[src/rtl/ps2_kbd_tx_if.sv]
// Byte-stream handshake into the PS/2 keyboard transmitter.
// The master offers scan codes on in_data/in_valid; the slave answers with in_ready.
interface ps2_kbd_tx_if;
  logic [7:0] in_data;
  logic       in_valid;
  logic       in_ready;

  modport master (output in_data, output in_valid, input in_ready);
  modport slave  (input in_data, input in_valid, output in_ready);
endinterface

[src/rtl/ps2_kbd_tx.sv]
// ps2_kbd_tx: device-side PS/2 keyboard transmitter with a scan-code FIFO.
// Host-inhibit handling (abort and resend) is compiled in with `define PS2_INHIBIT_EN.
module ps2_kbd_tx #(
  parameter int HALF  = 25,
  parameter int GAP   = 100,
  parameter int DEPTH = 8
) (
  input  logic         clk,
  input  logic         rst,
  ps2_kbd_tx_if.slave  in_bus,
  input  logic         host_inhibit,
  output logic         ps2_clk,
  output logic         ps2_data,
  output logic         busy,
  output logic [7:0]   byte_count
);

  localparam int AW   = $clog2(DEPTH);
  localparam int MAXC = (HALF > GAP) ? HALF : GAP;
  localparam int CW   = $clog2(MAXC + 1);

  localparam logic [CW-1:0] CNT_ZERO  = {CW{1'b0}};
  localparam logic [CW-1:0] CNT_ONE   = CW'(1);
  localparam logic [CW-1:0] HALF_LAST = CW'(HALF - 1);
  localparam logic [CW-1:0] GAP_LAST  = CW'(GAP - 1);
  localparam logic [AW:0]   CNT_EMPTY = {(AW+1){1'b0}};
  localparam logic [AW:0]   CNT_FULL  = (AW+1)'(DEPTH);
  localparam logic [AW:0]   FIFO_ONE  = (AW+1)'(1);
  localparam logic [AW-1:0] PTR_ZERO  = {AW{1'b0}};
  localparam logic [AW-1:0] PTR_ONE   = AW'(1);
  localparam logic [3:0]    STOP_IDX  = 4'd10;

  typedef enum logic [1:0] {
    ST_IDLE = 2'd0,
    ST_HIGH = 2'd1,
    ST_LOW  = 2'd2,
    ST_GAP  = 2'd3
  } state_t;

  function automatic logic odd_parity(input logic [7:0] d);
    return ~(^d);
  endfunction

  // Bit k of the result is the k-th bit on the wire: start, d0..d7, parity, stop.
  function automatic logic [10:0] build_frame(input logic [7:0] d);
    return {1'b1, odd_parity(d), d, 1'b0};
  endfunction

  logic [7:0]    mem_r [DEPTH];
  logic [AW-1:0] wr_ptr_r;
  logic [AW-1:0] rd_ptr_r;
  logic [AW:0]   count_r;
  logic          full_s;
  logic          empty_s;
  logic          push_s;
  logic          pop_s;

  state_t        state_r;
  state_t        state_s;
  logic [CW-1:0] cnt_r;
  logic [CW-1:0] cnt_s;
  logic [3:0]    bit_idx_r;
  logic [3:0]    bit_idx_s;
  logic [10:0]   frame_r;
  logic [10:0]   frame_s;
  logic          retry_r;
  logic          retry_s;
  logic          done_s;
  logic          abort_s;
  logic          inhibit_s;

  logic          ps2_clk_r;
  logic          ps2_data_r;
  logic          busy_r;
  logic [7:0]    byte_count_r;

`ifdef PS2_INHIBIT_EN
  assign inhibit_s = host_inhibit;
`else
  logic unused_inhibit_s;
  assign unused_inhibit_s = host_inhibit;
  assign inhibit_s        = 1'b0;
`endif

  assign full_s          = (count_r == CNT_FULL);
  assign empty_s         = (count_r == CNT_EMPTY);
  assign in_bus.in_ready = ~full_s;
  assign push_s          = in_bus.in_valid & ~full_s;
  // The stop bit is never aborted; an inhibit there lets the frame finish.
  assign abort_s         = inhibit_s & (bit_idx_r != STOP_IDX);

  // FIFO storage; contents need no reset because count_r qualifies them.
  always_ff @(posedge clk) begin
    if (push_s) begin
      mem_r[wr_ptr_r] <= in_bus.in_data;
    end
  end

  // FIFO pointers and occupancy.
  always_ff @(posedge clk) begin
    if (rst) begin
      wr_ptr_r <= PTR_ZERO;
      rd_ptr_r <= PTR_ZERO;
      count_r  <= CNT_EMPTY;
    end else begin
      if (push_s) begin
        wr_ptr_r <= wr_ptr_r + PTR_ONE;
      end
      if (pop_s) begin
        rd_ptr_r <= rd_ptr_r + PTR_ONE;
      end
      case ({push_s, pop_s})
        2'b10:   count_r <= count_r + FIFO_ONE;
        2'b01:   count_r <= count_r - FIFO_ONE;
        default: count_r <= count_r;
      endcase
    end
  end

  // Sequencer state register.
  always_ff @(posedge clk) begin
    if (rst) begin
      state_r   <= ST_IDLE;
      cnt_r     <= CNT_ZERO;
      bit_idx_r <= 4'd0;
      frame_r   <= 11'h7FF;
      retry_r   <= 1'b0;
    end else begin
      state_r   <= state_s;
      cnt_r     <= cnt_s;
      bit_idx_r <= bit_idx_s;
      frame_r   <= frame_s;
      retry_r   <= retry_s;
    end
  end

  // Sequencer next-state: HIGH and LOW phases of HALF cycles per bit, then GAP.
  always_comb begin
    state_s   = state_r;
    cnt_s     = cnt_r;
    bit_idx_s = bit_idx_r;
    frame_s   = frame_r;
    retry_s   = retry_r;
    pop_s     = 1'b0;
    done_s    = 1'b0;
    case (state_r)
      ST_IDLE: begin
        if (inhibit_s) begin
          state_s = ST_IDLE;
        end else if (retry_r) begin
          state_s   = ST_HIGH;
          cnt_s     = CNT_ZERO;
          bit_idx_s = 4'd0;
          retry_s   = 1'b0;
        end else if (!empty_s) begin
          state_s   = ST_HIGH;
          cnt_s     = CNT_ZERO;
          bit_idx_s = 4'd0;
          frame_s   = build_frame(mem_r[rd_ptr_r]);
          pop_s     = 1'b1;
        end else begin
          state_s = ST_IDLE;
        end
      end
      ST_HIGH: begin
        if (abort_s) begin
          state_s = ST_GAP;
          cnt_s   = CNT_ZERO;
          retry_s = 1'b1;
        end else if (cnt_r == HALF_LAST) begin
          state_s = ST_LOW;
          cnt_s   = CNT_ZERO;
        end else begin
          cnt_s = cnt_r + CNT_ONE;
        end
      end
      ST_LOW: begin
        if (abort_s) begin
          state_s = ST_GAP;
          cnt_s   = CNT_ZERO;
          retry_s = 1'b1;
        end else if (cnt_r == HALF_LAST) begin
          cnt_s = CNT_ZERO;
          if (bit_idx_r < STOP_IDX) begin
            bit_idx_s = bit_idx_r + 4'd1;
            state_s   = ST_HIGH;
          end else begin
            done_s  = 1'b1;
            state_s = ST_GAP;
          end
        end else begin
          cnt_s = cnt_r + CNT_ONE;
        end
      end
      ST_GAP: begin
        if (cnt_r == GAP_LAST) begin
          state_s = ST_IDLE;
          cnt_s   = CNT_ZERO;
        end else begin
          cnt_s = cnt_r + CNT_ONE;
        end
      end
      default: begin
        state_s = ST_IDLE;
        cnt_s   = CNT_ZERO;
      end
    endcase
  end

  // Registered line outputs follow the sequencer state one cycle later.
  always_ff @(posedge clk) begin
    if (rst) begin
      ps2_clk_r    <= 1'b1;
      ps2_data_r   <= 1'b1;
      busy_r       <= 1'b0;
      byte_count_r <= 8'd0;
    end else begin
      ps2_clk_r  <= (state_r != ST_LOW);
      ps2_data_r <= ((state_r == ST_HIGH) || (state_r == ST_LOW)) ? frame_r[bit_idx_r] : 1'b1;
      busy_r     <= (state_r != ST_IDLE) | ~empty_s | retry_r | push_s;
      if (done_s) begin
        byte_count_r <= byte_count_r + 8'd1;
      end
    end
  end

  assign ps2_clk    = ps2_clk_r;
  assign ps2_data   = ps2_data_r;
  assign busy       = busy_r;
  assign byte_count = byte_count_r;

endmodule

[src/flat_wrapper.sv]
// flat-port wrapper written by rule: the top's interface ports become plain ports
module ps2_kbd_tx_flat 
#(
  parameter int HALF  = 25,
  parameter int GAP   = 100,
  parameter int DEPTH = 8
)
  (clk, rst, host_inhibit, ps2_clk, ps2_data, busy, byte_count, in_bus_in_data, in_bus_in_valid, in_bus_in_ready);
  ps2_kbd_tx_if in_bus_i ();
  input  logic clk;
  input  logic rst;
  input  logic host_inhibit;
  output logic ps2_clk;
  output logic ps2_data;
  output logic busy;
  output logic [7:0] byte_count;
  input wire logic [$bits(in_bus_i.in_data)-1:0] in_bus_in_data;
  input wire logic [$bits(in_bus_i.in_valid)-1:0] in_bus_in_valid;
  output wire logic [$bits(in_bus_i.in_ready)-1:0] in_bus_in_ready;
  assign in_bus_i.in_data = in_bus_in_data;
  assign in_bus_i.in_valid = in_bus_in_valid;
  assign in_bus_in_ready = in_bus_i.in_ready;
  ps2_kbd_tx #(.HALF(HALF), .GAP(GAP), .DEPTH(DEPTH)) u_core (.clk(clk), .rst(rst), .in_bus(in_bus_i), .host_inhibit(host_inhibit), .ps2_clk(ps2_clk), .ps2_data(ps2_data), .busy(busy), .byte_count(byte_count));
endmodule
[config.mk]
export PLATFORM = sky130hd
export DESIGN_NAME = ps2_kbd_tx_flat
export DESIGN_NICKNAME = d
export VERILOG_FILES = /design/src/rtl/ps2_kbd_tx_if.sv /design/src/rtl/ps2_kbd_tx.sv /design/src/flat_wrapper.sv
export SDC_FILE = /design/constraint.sdc
export NUM_CORES = 1
export LEC_CHECK = 0
export BUFFER_PORTS_ARGS = -buffer_cell sky130_fd_sc_hd__buf_2
export CAP_MARGIN = 20
export CELL_PAD_IN_SITES_DETAIL_PLACEMENT = 0
export CELL_PAD_IN_SITES_GLOBAL_PLACEMENT = 2
export CORE_MARGIN = 4
export CORE_UTILIZATION = 45
export CTS_BUF_LIST = sky130_fd_sc_hd__clkbuf_8 sky130_fd_sc_hd__clkbuf_16
export CTS_CLUSTER_SIZE = 40
export DETAILED_ROUTE_END_ITERATION = 8
export PLACE_DENSITY = 0.89
export SYNTH_ARGS = -nofsm -noshare
export SYNTH_HDL_FRONTEND = slang
export SYNTH_SLANG_ARGS = --single-unit
[constraint.sdc]
create_clock -name clk -period 7.45 [get_ports clk]
set_input_delay 1.1175 -clock clk [delete_from_list [all_inputs] [get_ports clk]]
set_output_delay 1.1175 -clock clk [all_outputs]
set_load 0.01 [all_outputs]
# After elaboration in Yosys (flattened, before gate mapping)
# Memory sizes are Yosys's and may differ from the RTL's. A register that Yosys moved wholly into a read port is not among the register bits.
# Index checks and enable logic that the tools add are counted.
# op_classes
add_sub_neg	7
magnitude_cmp	2
eq_ne	14
n_mux	26
n_bitwise	7
n_reduce_logical	12
# ops
cell	count
$mux 7	3
$pmux 7 s3	1
$pmux 4 s2	2
$mux 4	3
$mux 1	9
$add 4x1->4 const B	2
$add 8x1->8 const B	1
$mux 2	4
$ne 2x1->1 const B	4
$pmux 2 s4	1
$reduce_xor 8->1	1
$add 7x1->7 const B	1
$eq 7x5->1 const B	1
$eq 7x7->1 const B	1
$add 3x1->3 const B	2
$eq 2x2->1 const B	3
$mux 3	2
$reduce_bool 2->1	3
$lt 4x5->1 const B	1
$bmux 1 s4	1
$eq 2x1->1 const B	2
$eq 4x4->1 const B	1
$logic_not 4->1	1
$lt 4x4->1 const B	1
11 further kinds	17
# totals
ff_bits	44
mem_bits_rw	64
out_inout_bits	12
elab_cells	80
n_memories	1
# memory_table
name	words	word_bits	rd	rd_clocked_by_memory_dff	wr	line_no	text
u_core.mem_r	8	8	1	1	1	ps2_kbd_tx.sv:49	logic [7:0] mem_r [DEPTH];

# Depth between registers and ports, before layout
# logic_depth
depth_word	5
mapped_depth	11

# Worst setup path after synthesis
# No wires, ideal clock.
# synth_path
path_type	input port to flip-flop
startpoint	in in_bus_in_valid
endpoint	reg u_core.count_r[2]
setup_ps	70
t_arrival_ps	2406
required_time_ps	7380
path_slack_ps	4974
path_stages	8
n_path_buf	0
path_cell_list	nand2_1 -> ha_1 -> xor2_1 -> ha_1 -> a21oi_1 -> xor2_1 -> or3_1 -> a21oi_1
# synth_between
elab_chain_len	3
word_cells_on_any_way	5
cone_classes	eq/ne (2); mux (1); bitwise (1); reduce/logical (1)
# synth_rtl
item	line_no	text
from (decl)	flat_wrapper.sv:18	input wire logic [$bits(in_bus_i.in_valid)-1:0] in_bus_in_valid;
$and 1x1->1 (*)	ps2_kbd_tx.sv:88	assign push_s = in_bus.in_valid & ~full_s;
$eq 2x1->1 or $eq 2x2->1 (tied branches)	ps2_kbd_tx.sv:112	case ({push_s, pop_s})
$pmux 4 s2 or $reduce_bool 2->1 (tied branches)	n/a	
to (signal assigned)	ps2_kbd_tx.sv:113	2'b10: count_r <= count_r + FIFO_ONE;
to (signal assigned)	ps2_kbd_tx.sv:114	2'b01: count_r <= count_r - FIFO_ONE;
to (signal assigned)	ps2_kbd_tx.sv:115	default: count_r <= count_r;
to (decl)	ps2_kbd_tx.sv:52	logic [AW:0] count_r;
# Mark *: on every way between the ends. The rest lies on a longest branch, timed or not.
# A chain may end at the register's enable or synchronous reset.

# Worst setup path in the final report
# layout_path
startpoint	reg u_core.count_r[0]
endpoint	reg u_core.count_r[2]
# layout_between
elab_chain_len	5
word_cells_on_any_way	12
cone_classes	add/sub (2); eq/ne (3); mux (3); bitwise (2); reduce/logical (2)
# layout_rtl
item	line_no	text
$logic_not 4->1 (*)	ps2_kbd_tx.sv:86	assign empty_s = (count_r == CNT_EMPTY);
$mux 1 (*)	ps2_kbd_tx.sv:155	end else if (!empty_s) begin
$mux 1 (*)	ps2_kbd_tx.sv:146	case (state_r)
named net u_core.pop_s	ps2_kbd_tx.sv:56	logic pop_s;
$eq 2x1->1 or $eq 2x2->1 (tied branches)	ps2_kbd_tx.sv:112	
$pmux 4 s2 or $reduce_bool 2->1 (tied branches)	n/a	
# Mark *: on every way through the listed nets, which the timed path passes. The rest lies on a longest branch.

==> run_results.csv <==
group,metric,value,unit
synthesis,synth-compound-area-share,6.42,%
critical_path,worst-path-stages,10,
power,leakage,1.80,nW
clock_tree,clkLatencyLatePin,0.39,ns
cells_and_area,post_route_cells_drive_above_1_share,18.4,%
detailed_routing,routed-via-count,2669,
clock_tree,postCtsSetupRepairBufs,0,
critical_path,worstSetupStartpointType,"register",
critical_path,ff2ff_path_depth,10,
power,pwr_density_cell,318,nW/um2
synthesis,synthFlopType,"edfxtp_1",
clock_tree,postCtsHoldBufs,0,
critical_path,worstPathCellList,"nor4_1 -> nand2b_1 -> inv_2 -> ha_1 -> xor2_1 -> ha_1 -> a21oi_1 -> xor2_1 -> or3_1 -> a21oi_1",
detailed_routing,avgViaCountPerCell,5.22,
global_route,grt_first_pass_wirelength,13500,um
global_route,vias_in_the_first_global_route,2705,
synthesis,yosysWarnings,0,
sta,report.final.slew_viol_count,0,
die,initial_utilization,46.1,%
critical_path,signal_arrival_time_at_the_worst_endpoint,3.60,ns
critical_path,critPathMaxFanout,22,
clock_tree,cts_tree,"built",
global_route,largest_net_degree_at_the_start_of_global_routing,35,
critical_path,cp.required,7.74,ns
clock_tree,clk_pin_slew,0.11,ns
placement,place.gp.congestion,0.730,
min_path,worstHoldPathType,"reg2reg",
detailed_routing,final_antenna_net_count,0,
synthesis,synth_simple_gate_area_share,10.3,%
die,ios,24,
clock_tree,clkSinkCount,111,
synthesis,synthesis.nets,376,
synthesis,synth_xor_xnor_area_share,4.04,%
die,placeableCoreArea,10300,um2
cells_and_area,areaGrowthSynthToFinish,9.06,%
placement,hpwl,5350,um
synthesis,synth-adder-area-share,3.70,%
critical_path,slowest_delay,0.71,ns
synthesis,synth_sequential_area_ratio,60.4,%
detailed_routing,firstDrtPassIters,4,
cells_and_area,most_common_library_cell_in_the_layout_ignoring_fill_and_taps,"edfxtp_1",
synthesis,syn_avg_cell_area,13.5,um2
clock_tree,clockBufferDepth,2,
clock_tree,ctsRootBufferMaster,"clkbuf_8",
detailed_routing,wl_per_cell,15.5,um
power,totalPowerFinal,1.64,mW
min_path,min_delay_path_depth,2,
sta,finalCriticalPeriod,3.31,ns
critical_path,worstSetupEndpointType,"register",
synthesis,ys_ff_latch,111,
cells_and_area,count_of_inserted_antenna_diode_cells,0,
global_route,grt_util_all_layers,13.8,%
placement,placement.io_buffers,22,
detailed_routing,finalWirelength,7940,um
synthesis,ys_async_rst_share,0,%
sta,finalCritPeriodShare,44.4,%
synthesis,synthDistinctLibCells,53,
die,die_h,111,um
cells_and_area,num-nets-final,396,
detailed_routing,route.detailed.drc,0,
synthesis,synth_mux_area_share,12.5,%
global_route,antenna_violations_before_repair,0,
sta,clock_skew,0.0280,ns
sta,final-hold-violation-count,0,
synthesis,combinational_family_with_the_most_area_after_synthesis,"multiplexers",
die,chipWidth,111,um
run,cap_violations,0,
critical_path,crit_path_top_delay_cell,"nand2b_1",
clock_tree,cts_made_buffers,9,
cells_and_area,top_library_cells_by_usage_in_the_layout_fill_and_taps_aside,"edfxtp_1, dfxtp_1, nor2_1",
synthesis,syn-instance-count,350,
sta,maxSlewHeadroom,41.8,%
detailed_routing,dr.first_iter.drc_count,98,
critical_path,critical-path-top-delay-family,"simple AND/OR/NAND/NOR gates",
die,floorplan.rows,37,
synthesis,post_synth_instance_area,4740,um2
power,power.ir.vdd_worst,165,uV
sta,max_freq,0.302,GHz
clock_tree,ctsHtreeMaxLevel,3,
sta,timing.final.setup_violations,0,
die,floorplan.die_area,12200,um2
critical_path,critPathBufInv,1,
critical_path,timing.setup.critical_path_class,"reg2reg",
sta,grt_setup_unrepaired,"no",
sta,totalNegativeSetupSlack,0,ns
global_route,grt-ovfl-total,0,
clock_tree,cts_repair_resize_count,0,
outcome,run_status,"completed",
synthesis,synth_enable_flop_cells,64,
sta,max_slew.worst_pin.slew,0.869,ns
[flip-flops by register name (all words and copies together), names as in the netlist, named ones only]
name,cells
u_core.byte_count,8
u_core.mem_r,64
u_core.bit_idx_r,4
u_core.count_r,4
u_core.busy,1
u_core.ps2_clk,1
u_core.ps2_data,1
u_core.frame_r,10
u_core.wr_ptr_r,3
u_core.cnt_r,7
u_core.state_r,2
u_core.rd_ptr_r,3
[report_power, final]
| group | switching (mW) | internal [mW] |
|---|---|---|
| clock | 0.232 | 0.140 |
| combinational | 0.264 | 0.241 |
| sequential | 0.0553 | 0.710 |
| total | 0.551 | 1.09 |
[cell type report]
class	count	area, um2
clock buffer	9	124
timing repair buffer	25	140
tap	136	170
multi-input combinational	215	1750
fill	920	5110
clock inverter	7	86.3
sequential	111	2860
inverter	8	30.0
[routing by layer]
metal	vias to the layer above	wire, um	track usage, %
met4	0	136	5.17
met5	-	0	0
li1	1329	-	-
met1	1288	3730	18.2
met3	12	269	2.74
met2	40	3800	22.7
[synth_stat cells, drive strengths merged, types with 2 or more instances]
cell / number / area (um2)
buf: 8 / 61.3
or3: 3 / 18.8
o21ai: 11 / 55.1
xor2: 12 / 105
nor2b: 5 / 31.3
nor2: 36 / 135
ha: 14 / 175
clkbuf: 8 / 30.0
nor4: 2 / 12.5
xnor2: 9 / 86.3
nand2: 25 / 93.8
dfxtp: 47 / 941
edfxtp: 64 / 1920
and3: 2 / 12.5
mux2i: 11 / 168
nand2b: 5 / 31.3
and2: 2 / 12.5
o211ai: 9 / 67.6
inv: 8 / 30.0
mux4: 18 / 413
nand4: 2 / 12.5
a31oi: 2 / 12.5
a21oi: 17 / 85.1
nand3: 7 / 35.0
nor3: 6 / 41.3
[metrics by stage]
step | std cells | hold slack (ns) | setup WS [ns] | utilization (%) | area [um2]
2_1_floorplan | 350 | 0.419 | 4.97 | - | 4740
3_3_place_gp | 494 | 0.433 | 4.19 | 48.1 | 4940
3_5_place_dp | 494 | 0.439 | 4.17 | 48.1 | 4940
4_1_cts | 510 | 0.454 | 4.12 | 50.1 | 5150
5_1_grt | 511 | 0.486 | 3.82 | 50.3 | 5160
6_report | 511 | 0.457 | 4.14 | 50.3 | 5160
[kinds of logic (layout without fill, tap and decap cells)]
logic type,Yosys count,after routing
XOR/XNOR,21,21
adder cells (fa/ha/maj),14,14
AO/OA/AOI/OAI,49,49
flip-flops,111,111
multiplexers,30,30
AND/OR/NAND/NOR,101,101
buffers and inverters,24,49
[worst paths after layout]
check / start / to / slack, ns
worst max-delay path: u_core.count_r[0] / u_core.count_r[2] / 4.14
worst min-delay path: u_core.frame_r[0] / u_core.frame_r[0] / 0.46
worst max register to register: u_core.count_r[0] / u_core.count_r[2] / 4.14
worst min register to register: u_core.frame_r[0] / u_core.frame_r[0] / 0.46
[worst register-to-register path, delay by kind of cell, from the launching register on]
kind / cells / cell delay [ns]
compound gates: 2 / 0.30
xor+xnor: 2 / 0.26
fa+ha+maj: 2 / 0.51
buf+inv: 1 / 0.16
flops: 1 / 0.38
simple gates: 3 / 1.65
No activity file was read; power rests on OpenSTA's default activity.
